[src/rtl/fifo_tx_drainer_pkg.sv]
`default_nettype none
// +----------------------------------------------------------------------+
// | Module      : fifo_tx_drainer_pkg                                    |
// | Description : Shared FSM state encoding and width helper for the     |
// |               FIFO-to-UART drainer.                                  |
// | Revision    : 1.0 - initial release                                  |
// +----------------------------------------------------------------------+
package fifo_tx_drainer_pkg;

  localparam logic [2:0] C_ST_IDLE    = 3'd0;
  localparam logic [2:0] C_ST_FETCH   = 3'd1;
  localparam logic [2:0] C_ST_START   = 3'd2;
  localparam logic [2:0] C_ST_WAIT_HI = 3'd3;
  localparam logic [2:0] C_ST_WAIT_LO = 3'd4;
  localparam logic [2:0] C_ST_GAP     = 3'd5;

  typedef enum logic [2:0] {
    S_IDLE    = C_ST_IDLE,
    S_FETCH   = C_ST_FETCH,
    S_START   = C_ST_START,
    S_WAIT_HI = C_ST_WAIT_HI,
    S_WAIT_LO = C_ST_WAIT_LO,
    S_GAP     = C_ST_GAP
  } state_t;

  // Ceiling log2, never below 1 so a counter always has at least one bit.
  function automatic int f_clog2(input int value);
    int w;
    w = 1;
    while (w < 31 && (1 << w) < value) w = w + 1;
    return w;
  endfunction

endpackage
`default_nettype wire

[src/rtl/fifo_tx_drainer_timer.sv]
`default_nettype none
// +----------------------------------------------------------------------+
// | Module      : drainer_timer                                          |
// | Description : Loadable down-counter with a zero flag, shared by the  |
// |               handshake-timeout and inter-frame gap counts.          |
// | Revision    : 1.0 - initial release                                  |
// +----------------------------------------------------------------------+
module drainer_timer #(
  parameter int WIDTH = 4
) (
  input  logic             clk,
  input  logic             rst_n,
  input  logic             i_load,
  input  logic [WIDTH-1:0] i_load_val,
  input  logic             i_dec,
  output logic             o_done
);

  logic [WIDTH-1:0] r_cnt;

  // Load takes priority; decrement saturates at zero.
  always_ff @(posedge clk or negedge rst_n) begin
    if (!rst_n) begin
      r_cnt <= '0;
    end else if (i_load) begin
      r_cnt <= i_load_val;
    end else if (i_dec && (r_cnt != '0)) begin
      r_cnt <= r_cnt - WIDTH'(1);
    end
  end

  assign o_done = (r_cnt == '0);

endmodule
`default_nettype wire

[src/rtl/fifo_tx_drainer.sv]
`default_nettype none
// +----------------------------------------------------------------------+
// | Module      : fifo_tx_drainer                                        |
// | Description : Pops bytes from a first-word-fall-through FIFO and     |
// |               hands them one at a time to a UART transmitter, with   |
// |               handshake retry and optional inter-frame gap.          |
// | Revision    : 1.0 - initial release                                  |
// +----------------------------------------------------------------------+
module fifo_tx_drainer
  import fifo_tx_drainer_pkg::*;
#(
  parameter int DATA_WIDTH = 8,
  parameter int GAP_CYCLES = 0,
  parameter int HS_TIMEOUT = 16,
  parameter int CNT_WIDTH  = 8
) (
  input  logic                  clk,
  input  logic                  rst_n,
  input  logic                  en,
  input  logic                  fifo_empty,
  input  logic [DATA_WIDTH-1:0] fifo_rd_data,
  output logic                  fifo_rd_inc,
  input  logic                  tx_busy,
  output logic [DATA_WIDTH-1:0] tx_p_data,
  output logic                  tx_data_valid,
  output logic [CNT_WIDTH-1:0]  sent_cnt,
  output logic                  idle
);

  localparam int C_TMR_MAX  = (HS_TIMEOUT > GAP_CYCLES) ? HS_TIMEOUT : GAP_CYCLES;
  localparam int C_TMR_W    = f_clog2(C_TMR_MAX);
  // WAIT_HI spends HS_TIMEOUT-1 cycles before re-pulsing, so the retry
  // VALID lands HS_TIMEOUT+1 cycles after the previous one.
  localparam int C_HS_LOAD  = (HS_TIMEOUT > 2) ? HS_TIMEOUT - 2 : 0;
  localparam int C_GAP_LOAD = (GAP_CYCLES > 1) ? GAP_CYCLES - 1 : 0;

  state_t                 r_state;
  state_t                 w_next;
  logic                   w_pop;
  logic                   w_pulse;
  logic                   w_frame_done;
  logic                   w_tmr_load;
  logic                   w_tmr_dec;
  logic                   w_tmr_done;
  logic [C_TMR_W-1:0]     w_tmr_val;

  logic                   r_rd_inc;
  logic                   r_valid;
  logic [DATA_WIDTH-1:0]  r_data;
  logic [CNT_WIDTH-1:0]   r_sent;
  logic                   r_idle;

  drainer_timer #(
    .WIDTH (C_TMR_W)
  ) u_timer (
    .clk        (clk),
    .rst_n      (rst_n),
    .i_load     (w_tmr_load),
    .i_load_val (w_tmr_val),
    .i_dec      (w_tmr_dec),
    .o_done     (w_tmr_done)
  );

  // State register.
  always_ff @(posedge clk or negedge rst_n) begin
    if (!rst_n) begin
      r_state <= S_IDLE;
    end else begin
      r_state <= w_next;
    end
  end

  // Next-state decode plus the per-transition strobes that drive the outputs and timer.
  always_comb begin
    w_next       = r_state;
    w_pop        = 1'b0;
    w_pulse      = 1'b0;
    w_frame_done = 1'b0;
    w_tmr_load   = 1'b0;
    w_tmr_dec    = 1'b0;
    w_tmr_val    = '0;
    case (r_state)
      S_IDLE: begin
        if (en && !fifo_empty && !tx_busy) begin
          w_next = S_FETCH;
          w_pop  = 1'b1;
        end
      end
      S_FETCH: begin
        w_next  = S_START;
        w_pulse = 1'b1;
      end
      S_START: begin
        w_next     = S_WAIT_HI;
        w_tmr_load = 1'b1;
        w_tmr_val  = C_TMR_W'(C_HS_LOAD);
      end
      S_WAIT_HI: begin
        if (tx_busy) begin
          w_next = S_WAIT_LO;
        end else if (w_tmr_done) begin
          // Re-pulse VALID with the byte already held; no second pop.
          w_next = S_FETCH;
        end else begin
          w_tmr_dec = 1'b1;
        end
      end
      S_WAIT_LO: begin
        if (!tx_busy) begin
          w_frame_done = 1'b1;
          if (GAP_CYCLES > 0) begin
            w_next     = S_GAP;
            w_tmr_load = 1'b1;
            w_tmr_val  = C_TMR_W'(C_GAP_LOAD);
          end else begin
            w_next = S_IDLE;
          end
        end
      end
      S_GAP: begin
        if (w_tmr_done) begin
          w_next = S_IDLE;
        end else begin
          w_tmr_dec = 1'b1;
        end
      end
      default: begin
        w_next = S_IDLE;
      end
    endcase
  end

  // Registered outputs: pop/valid strobes, held byte, frame counter, idle flag.
  always_ff @(posedge clk or negedge rst_n) begin
    if (!rst_n) begin
      r_rd_inc <= 1'b0;
      r_valid  <= 1'b0;
      r_data   <= '0;
      r_sent   <= '0;
      r_idle   <= 1'b1;
    end else begin
      r_rd_inc <= w_pop;
      r_valid  <= w_pulse;
      if (w_pop) begin
        r_data <= fifo_rd_data;
      end
      if (w_frame_done) begin
        r_sent <= r_sent + CNT_WIDTH'(1);
      end
      r_idle <= (w_next == S_IDLE);
    end
  end

  assign fifo_rd_inc   = r_rd_inc;
  assign tx_data_valid = r_valid;
  assign tx_p_data     = r_data;
  assign sent_cnt      = r_sent;
  assign idle          = r_idle;

endmodule
`default_nettype wire

[config.mk]
export PLATFORM = sky130hd
export DESIGN_NAME = fifo_tx_drainer
export DESIGN_NICKNAME = d
export VERILOG_FILES = /design/src/rtl/fifo_tx_drainer_pkg.sv /design/src/rtl/fifo_tx_drainer_timer.sv /design/src/rtl/fifo_tx_drainer.sv
export SDC_FILE = /design/constraint.sdc
export NUM_CORES = 1
export LEC_CHECK = 0
export ABC_AREA = 1
export CAP_MARGIN = 0
export CORE_MARGIN = 3
export CORE_UTILIZATION = 30
export DETAILED_ROUTE_END_ITERATION = 7
export MAX_ROUTING_LAYER = met4
export SETUP_SLACK_MARGIN = 0.15
export SLEW_MARGIN = 20
export SYNTH_ARGS = -nofsm -noshare
export SYNTH_HDL_FRONTEND = slang
export SYNTH_SLANG_ARGS = --single-unit
[constraint.sdc]
create_clock -name clk -period 1.8 [get_ports clk]
set_input_delay 0.18 -clock clk [delete_from_list [all_inputs] [get_ports clk]]
set_output_delay 0.18 -clock clk [all_outputs]
set_load 0.01 [all_outputs]
==> out/results.ini, run 1 <==
[clock_tree]
cts_resized = 0
cts_max_level = 1
cts_buffer_depth = 2
clock_sinks = 26
postCtsHoldBufs = 0
postCtsSetupBuffers = 0
clkTransAtPathRegs_ns = 0.09
cts-root-buf = clkbuf_8
clock_latency_ns = 0.27
cts_made_buffers = 3
cts_tree = built

[setup_path]
path_cells = clkdlybuf4s50_1
crit_type = flip-flop to output pin
cp-start-kind = flip-flop
max_stage_delay_ns = 0.52
cp_num_buf_inv = 1
critical_path.endpoint_type = output pin
critPathArrivalTime_ns = 1.31
path_delay_family = flip-flops
crit_slowest_cell = dfstp_2
required_ns = 1.62
crit_fanout = 1

[cells_and_area]
ff_latch_area_sq_um = 652
final_cell_count_no_fill = 235
post-route-util_pct = 44.2
final_cell_mix = nand2_1, clkdlybuf4s50_1, dfrtp_1
fin_nets = 203
layout_commonest_cell = nand2_1
num_antenna_cells = 0
multi_input_area_sq_um = 513
synthToLayoutAreaGrowth_pct = 36.1
drive_gt1_share_pct = 10.2
fillers = 366

[yosys]
ys_ff_latch = 26
syn_nets = 166
syn_avg_cell_area_sq_um = 8.24
yosys_warnings = 0
synth_cells = 151
yosysSeqAreaShare_pct = 52.4
netlist_area_sq_um = 1240
synth_cell_type_count = 21

[grt]
grt_pass1_vias = 962
grt_usage_pct = 11.7
grt_max_degree = 27
grt_pass1_wl_microns = 4440
grt.overflow.total = 0
grt_antenna_before_repair = 0

[hold_path]
worst_hold_path_type = primary input to asynchronous set/reset pin

[detailed_routing]
avgViaCountPerCell = 4.49
drt-initial-drc-count = 32
drc = 0
wl_per_cell_microns = 11.0
firstDrtPassIters = 4
vias = 1054
final_antenna_net_count = 0
wirelength_microns = 2570

[floorplanning]
rows = 22
die_x_microns = 70.4
core_area_sq_um = 3830
start_util_pct = 32.5
die_y_microns = 70.4
pin_count = 32
die_area_sq_um = 4950

[outcome]
status = completed

[place]
gp_congestion = 0.764
dp.final_hpwl_microns = 1960
numPortBuffers = 31
place_inst = 231

[power_and_ir_drop]
combPwrFrac_pct = 42.0
p_clk_share_pct = 19.3
p_sw_share_pct = 35.8
p_sw_uw = 890
p_int_mw = 1.60
sequentialPowerShare_pct = 38.7
power_density_nw_per_um2 = 1470
p_leak_nw = 0.859
peakVddDrop_mv = 0.634

[timing]
slew_headroom_pct = 77.7
finClkSkew_ns = 0.00108
finalHoldViolations = 0
max_freq_mhz = 671
fin_crit_ns = 1.49
setup_violations = 0
min_period_over_period_pct = 82.8
worstMarginPinSlew_ns = 0.334
tns_ns = 0
rsz0062_at_grt = false
final_max_slew_viol_count = 0

[run]
drv_cap = 0

[area by class of cell]
type                            count  share of cell area, %
Clock inverter                      1                   1.77
Tap cell                           48                   3.55
Sequential cell                    26                   38.5
Timing Repair Buffer               33                   19.2
Clock buffer                        3                   2.44
Multi-Input combinational cell    105                   30.3
Inverter                           19                   4.21
[power groups by stage]
stage | combinational, mW | sequential (mW) | clock, mW
after global placement | 1.03 | 0.967 | 0
after floorplan | 0.569 | 1.02 | 0
after CTS | 1.06 | 0.964 | 0.497
after detailed placement | 1.06 | 0.970 | 0
final | 1.05 | 0.963 | 0.479
after global routing | 1.19 | 0.994 | 0.527
[metrics by stage]
step                      total power, mW  setup slack, ns  cell area [sq um]  hold WS, ns
after floorplan                      1.58            0.602               1240       -0.116
after global placement               2.00            0.376               1620        0.468
after detailed placement             2.03            0.332               1620        0.464
after CTS                            2.52            0.291               1690        0.281
after global routing                 2.71            0.236               1690        0.303
final                                2.49            0.310               1690        0.277
[cells by family after synthesis]
kind of cell / after synthesis / synth area share (%)
flip-flops: 26 / 52.4
adder cells (fa/ha/maj): 2 / 2.01
XOR/XNOR: 4 / 2.82
buffers and inverters: 20 / 6.34
AND/OR/NAND/NOR: 98 / 36.0
AO/OA/AOI/OAI: 1 / 0.402
[worst paths after layout]
path,startpoint,end,slack (ns),cells after the start
setup / recovery,idle,idle,0.31,1
hold / removal,rst_n,sent_cnt[3],0.28,2
setup reg to reg,u_timer.r_cnt[0],u_timer.r_cnt[2],0.46,9
hold reg to reg,tx_p_data[2],tx_p_data[2],0.48,2
max in group asynchronous,rst_n,idle,1.22,2
min in group clk,fifo_rd_data[1],tx_p_data[1],0.44,3
[metal layers]
layer	share of wire [%]	GRT usage (%)
met2	45	17.6
met1	48	15.0
met4	1.5	3.83
met5	0	-
met3	5.1	3.45
[sequential cells by signal, summed over array words and instances (netlist names)]
register / count
fifo_rd_inc: 1
idle: 1
r_state: 3
sent_cnt: 8
tx_data_valid: 1
tx_p_data: 8
u_timer.r_cnt: 4
[cell usage after synthesis]
master,number,area [sq um]
ha_1,2,25.0
inv_1,16,60.1
nand2_2,2,12.5
nand2_1,59,221
o21ai_1,1,5.00
buf_4,1,7.51
nor2_2,3,18.8
nand3_1,16,80.1
xor2_1,1,8.76
nand4_1,5,31.3
or2_2,1,6.26
clkinv_1,1,3.75
nor2_1,7,26.3
inv_2,2,7.51
nand3b_1,1,7.51
nand3_2,1,10.0
nand2_4,2,22.5
dfrtp_1,25,626
nor2_4,1,11.3
xnor2_1,3,26.3
dfstp_2,1,26.3
No activity file was read; power rests on OpenSTA's default activity.
==> run 2: changes to the inputs <==
Clock period 1.8 ns to 1.5 ns, I/O delays scaled along.
==> run 2 against run 1 <==
Routed wire length grew 7.6%. Critical path depth unchanged. Utilization is 3.2 points higher. Flip-flop and latch count unchanged. Critical endpoint is now sent_cnt[2]. Worst setup slack got worse by 0.11 ns. Via count grew 4.7%. Power up 23%. Count of clock-buffer cells in the layout increased by 1.
==> out/results.ini, run 2 (synthesis results as in run 1) <==
[setup_path]
critPathArrivalTime_ns = 1.15
r2r_setup_slack_ns = 0.22
required_ns = 1.35
critical_path.endpoint_type = output pin
path_delay_family = buffers and inverters
worstReg2RegEnd = u_timer.r_cnt[2]
r2r_cells = 9
cp-start-kind = flip-flop
cp.depth = 1
cp_num_buf_inv = 1
crit_slowest_cell = clkdlybuf4s50_1
reg2reg_from = u_timer.r_cnt[0]
crit_type = flip-flop to output pin
max_stage_delay_ns = 0.53
crit_fanout = 2
path_cells = clkdlybuf4s50_1

[grt]
grt_max_degree = 27
grt.overflow.total = 0
grt_pass1_wl_microns = 4790
grt_antenna_before_repair = 0
grt_usage_pct = 12.3
grt_pass1_vias = 1138

[clock_tree]
cts_buffer_depth = 2
cts_made_buffers = 3
cts_tree = built
clock_sinks = 26
clkTransAtPathRegs_ns = 0.09
cts_max_level = 1
clock_latency_ns = 0.27
cts-root-buf = clkbuf_8
postCtsHoldBufs = 0

[detailed_routing]
drt-initial-drc-count = 20
wirelength_microns = 2770
avgViaCountPerCell = 4.47
vias = 1104
wl_per_cell_microns = 11.2
firstDrtPassIters = 4
final_antenna_net_count = 0
drc = 0

[timing]
slew_headroom_pct = 77.6
max_freq_mhz = 767
tns_ns = 0
rsz0062_at_grt = true
fin_crit_ns = 1.30
finalHoldViolations = 0
min_period_over_period_pct = 86.9
worstMarginPinSlew_ns = 0.336
setup_violations = 0
whs_ns = 0.241
finClkSkew_ns = 0.00567
final_max_slew_viol_count = 0
worst_slack_ns = 0.196

[outcome]
status = completed

[power_and_ir_drop]
p_leak_nw = 1.07
power_mw = 3.05
power_density_nw_per_um2 = 1680
peakVddDrop_mv = 0.796

[floorplanning]
start_util_pct = 32.5
die_area_sq_um = 4950
die_x_microns = 70.4
core_area_sq_um = 3830
pin_count = 32
rows = 22
die_y_microns = 70.4

[cells_and_area]
multi_input_area_sq_um = 543
layout_commonest_cell = nand2_1
post-route-util_pct = 47.4
final_cell_count_no_fill = 247
synthToLayoutAreaGrowth_pct = 46.0
design_area_sq_um = 1820
ff_latch_area_sq_um = 653
final_cell_mix = nand2_1, dfrtp_1, nand3_1
num_antenna_cells = 0
drive_gt1_share_pct = 19.1
fin_nets = 215
fillers = 364

[place]
gp_congestion = 0.756
place_area_sq_um = 1620
dp.final_hpwl_microns = 1960
dp_slack_ns = 0.0678
place_inst = 231
numPortBuffers = 31

[run]
drv_cap = 0

[hold_path]
worst_hold_path_type = primary input to asynchronous set/reset pin

-- run 2: final cells by class --
class / count / share of cell area (%)
sequential: 26 / 36.0
inverter: 19 / 3.93
multi-input combinational: 105 / 29.9
timing repair buffer: 45 / 23.8
tap: 48 / 3.31
clock buffer: 4 / 3.03
-- run 2: timing repair --
item / CTS / global route
buffers inserted: 8 / 4
resized for setup: 8 / 18
endpoints found under the setup margin: 16 / 15
pin swaps: 2 / 6
-- run 2: how the worst max path moves through the flow --
stage                                start          endpoint  slack, ns
after floorplan           u_timer.r_cnt[0]  u_timer.r_cnt[2]       0.30
after CTS                 u_timer.r_cnt[1]  u_timer.r_cnt[2]       0.15
after global routing      u_timer.r_cnt[0]  u_timer.r_cnt[2]       0.12
final                          sent_cnt[2]       sent_cnt[2]       0.20
after detailed placement           tx_busy      tx_p_data[7]       0.07
after global placement             tx_busy      tx_p_data[6]        0.1
-- run 2: where the power goes --
part	switching [mW]	internal (mW)	leakage (nW)
Clock	0.223	0.235	0.0288
Sequential	0.178	0.969	0.327
Combinational	0.763	0.679	0.716
-- run 2: routing by layer --
layer / GRT usage [%] / vias to the layer above / wire length (microns)
li1: - / 567 / -
met1: 14.3 / 500 / 1260
met2: 20.9 / 32 / 1330
met3: 3.02 / 5 / 135
met4: 3.83 / 0 / 44
met5: - / - / 0
==> run 3: changes to the inputs <==
Settings changed: CORE_ASPECT_RATIO from default to 0.7.
==> run 3 against run 2 <==
Worst hold slack barely moved. Global-route usage fell by 0.74 points. Utilization rose by 0.74 points. Combinational power fell by 3%. Count of clock-buffer cells in the layout fell by 1. First-iteration DRC count rose to 2.9 times the previous value. Critical endpoint unchanged. Largest power group unchanged.
==> out/results.ini, run 3 (synthesis results as in run 1) <==
[outcome]
status = completed

[setup_path]
path_delay_family = buffers and inverters
crit_type = flip-flop to output pin
critPathArrivalTime_ns = 1.15
required_ns = 1.35
crit_start = sent_cnt[2]
reg2reg_from = u_timer.r_cnt[0]
max_stage_delay_ns = 0.53
crit_fanout = 2
cp-start-kind = flip-flop
crit_slowest_cell = clkdlybuf4s50_1
critical_path.endpoint_type = output pin
cp_num_buf_inv = 1
path_cells = clkdlybuf4s50_1

[cells_and_area]
drive_gt1_share_pct = 16.9
layout_commonest_cell = nand2_1
fillers = 379
fin_nets = 211
num_antenna_cells = 0
final_cell_count_no_fill = 245
synthToLayoutAreaGrowth_pct = 44.9
final_cell_mix = nand2_1, dfrtp_1, nand3_1, clkdlybuf4s50_1, inv_1

[detailed_routing]
drc = 0
drt-initial-drc-count = 57
wirelength_microns = 2700
vias = 1067
wl_per_cell_microns = 11.0
final_antenna_net_count = 0
avgViaCountPerCell = 4.36
firstDrtPassIters = 4

[floorplanning]
start_util_pct = 33.3
die_x_microns = 83.0
core_area_sq_um = 3740
rows = 18
die_y_microns = 59.9
pin_count = 32
die_area_sq_um = 4970

[timing]
finClkSkew_ns = 0.00140
min_period_over_period_pct = 86.5
rsz0062_at_grt = true
finalHoldViolations = 0
final_max_slew_viol_count = 0
slew_headroom_pct = 77.7
worstMarginPinSlew_ns = 0.335
max_freq_mhz = 771
setup_violations = 0
fin_crit_ns = 1.30

[clock_tree]
clock_sinks = 26
cts-root-buf = clkbuf_8
cts_tree = built
clock_latency_ns = 0.26
cts_buffer_depth = 2
cts_max_level = 1
clkTransAtPathRegs_ns = 0.09
cts_made_buffers = 3

[power_and_ir_drop]
combPwrFrac_pct = 45.0
sequentialPowerShare_pct = 36.7
power_mw = 3.12
p_clk_share_pct = 18.3
p_sw_mw = 1.13
peakVddDrop_mv = 0.831
p_sw_share_pct = 36.2
p_int_mw = 1.99
p_leak_nw = 1.06
power_density_nw_per_um2 = 1730

[place]
numPortBuffers = 31
place_inst = 233
dp.final_hpwl_microns = 1990
gp_congestion = 0.832

[grt]
grt.overflow.total = 0
grt_pass1_wl_microns = 4500
grt_max_degree = 27
grt_antenna_before_repair = 0
grt_usage_pct = 11.6
grt_pass1_vias = 1052

[run]
drv_cap = 0

[hold_path]
worst_hold_path_type = primary input to asynchronous set/reset pin

-- run 3: changes by cell type in the layout (fill, tap and decap cells not counted), sizes merged --
cell,previous run,this run
clkdlybuf4s50,15,16
bufinv,0,1
buf,14,10
dlygate4sd2,6,4
clkbuf,4,3
dlymetal6s2s,10,11
-- run 3: per-layer routing --
metal  up-vias  routed length, microns  global-route usage, %
li1        556                       -                      -
met1       488                    1280                   13.5
met2        21                    1240                   19.4
met3         2                     157                   4.68
met4         0                      19                   2.10
met5         -                       0                      -
-- run 3: what timing repair did --
action                     CTS  global route
hold buffers                 0             0
setup buffers                5             3
setup endpoints to repair   12            16
resized for setup            5            18
pin swaps                    0             4
hold endpoints to repair     0             0
-- run 3: final cells by class --
type,count,area (sq um),area share [%]
Clock buffer,3,41.3,2.29
Clock inverter,1,30.0,1.67
Inverter,19,71.3,3.96
Multi-Input combinational cell,105,533,29.6
Sequential cell,26,652,36.2
Tap cell,50,62.6,3.47
Timing Repair Buffer,41,412,22.8
-- run 3: worst paths after layout --
kind	end	slack (ns)	cells after the start
worst min register to register	tx_p_data[3]	0.49	2
worst max register to register	u_timer.r_cnt[2]	0.20	9
worst max-delay path	sent_cnt[2]	0.20	1
max in group asynchronous	idle	0.96	2
worst min-delay path	tx_p_data[1]	0.24	2
min in group clk	tx_p_data[6]	0.41	3
-- run 3: metrics by stage --
step	TNS (ns)	utilization [%]	hold slack [ns]	instance area, sq um	worst slack, ns
3_5_place_dp	-0.00771	43.4	0.465	1620	-0.00771
3_3_place_gp	0	43.4	0.465	1620	0.0754
4_1_cts	0	46.2	0.247	1730	0.152
6_report	0	48.2	0.241	1800	0.203
2_1_floorplan	0	-	-0.146	1240	0.302
5_1_grt	0	48.2	0.259	1800	0.102
-- run 3: power groups by stage --
stage | logic, mW | registers (mW) | clock network [mW]
final | 1.40 | 1.14 | 0.571
after floorplan | 0.683 | 1.22 | 0
after global routing | 1.58 | 1.18 | 0.617
after detailed placement | 1.29 | 1.16 | 0
after global placement | 1.24 | 1.16 | 0
after CTS | 1.32 | 1.14 | 0.582
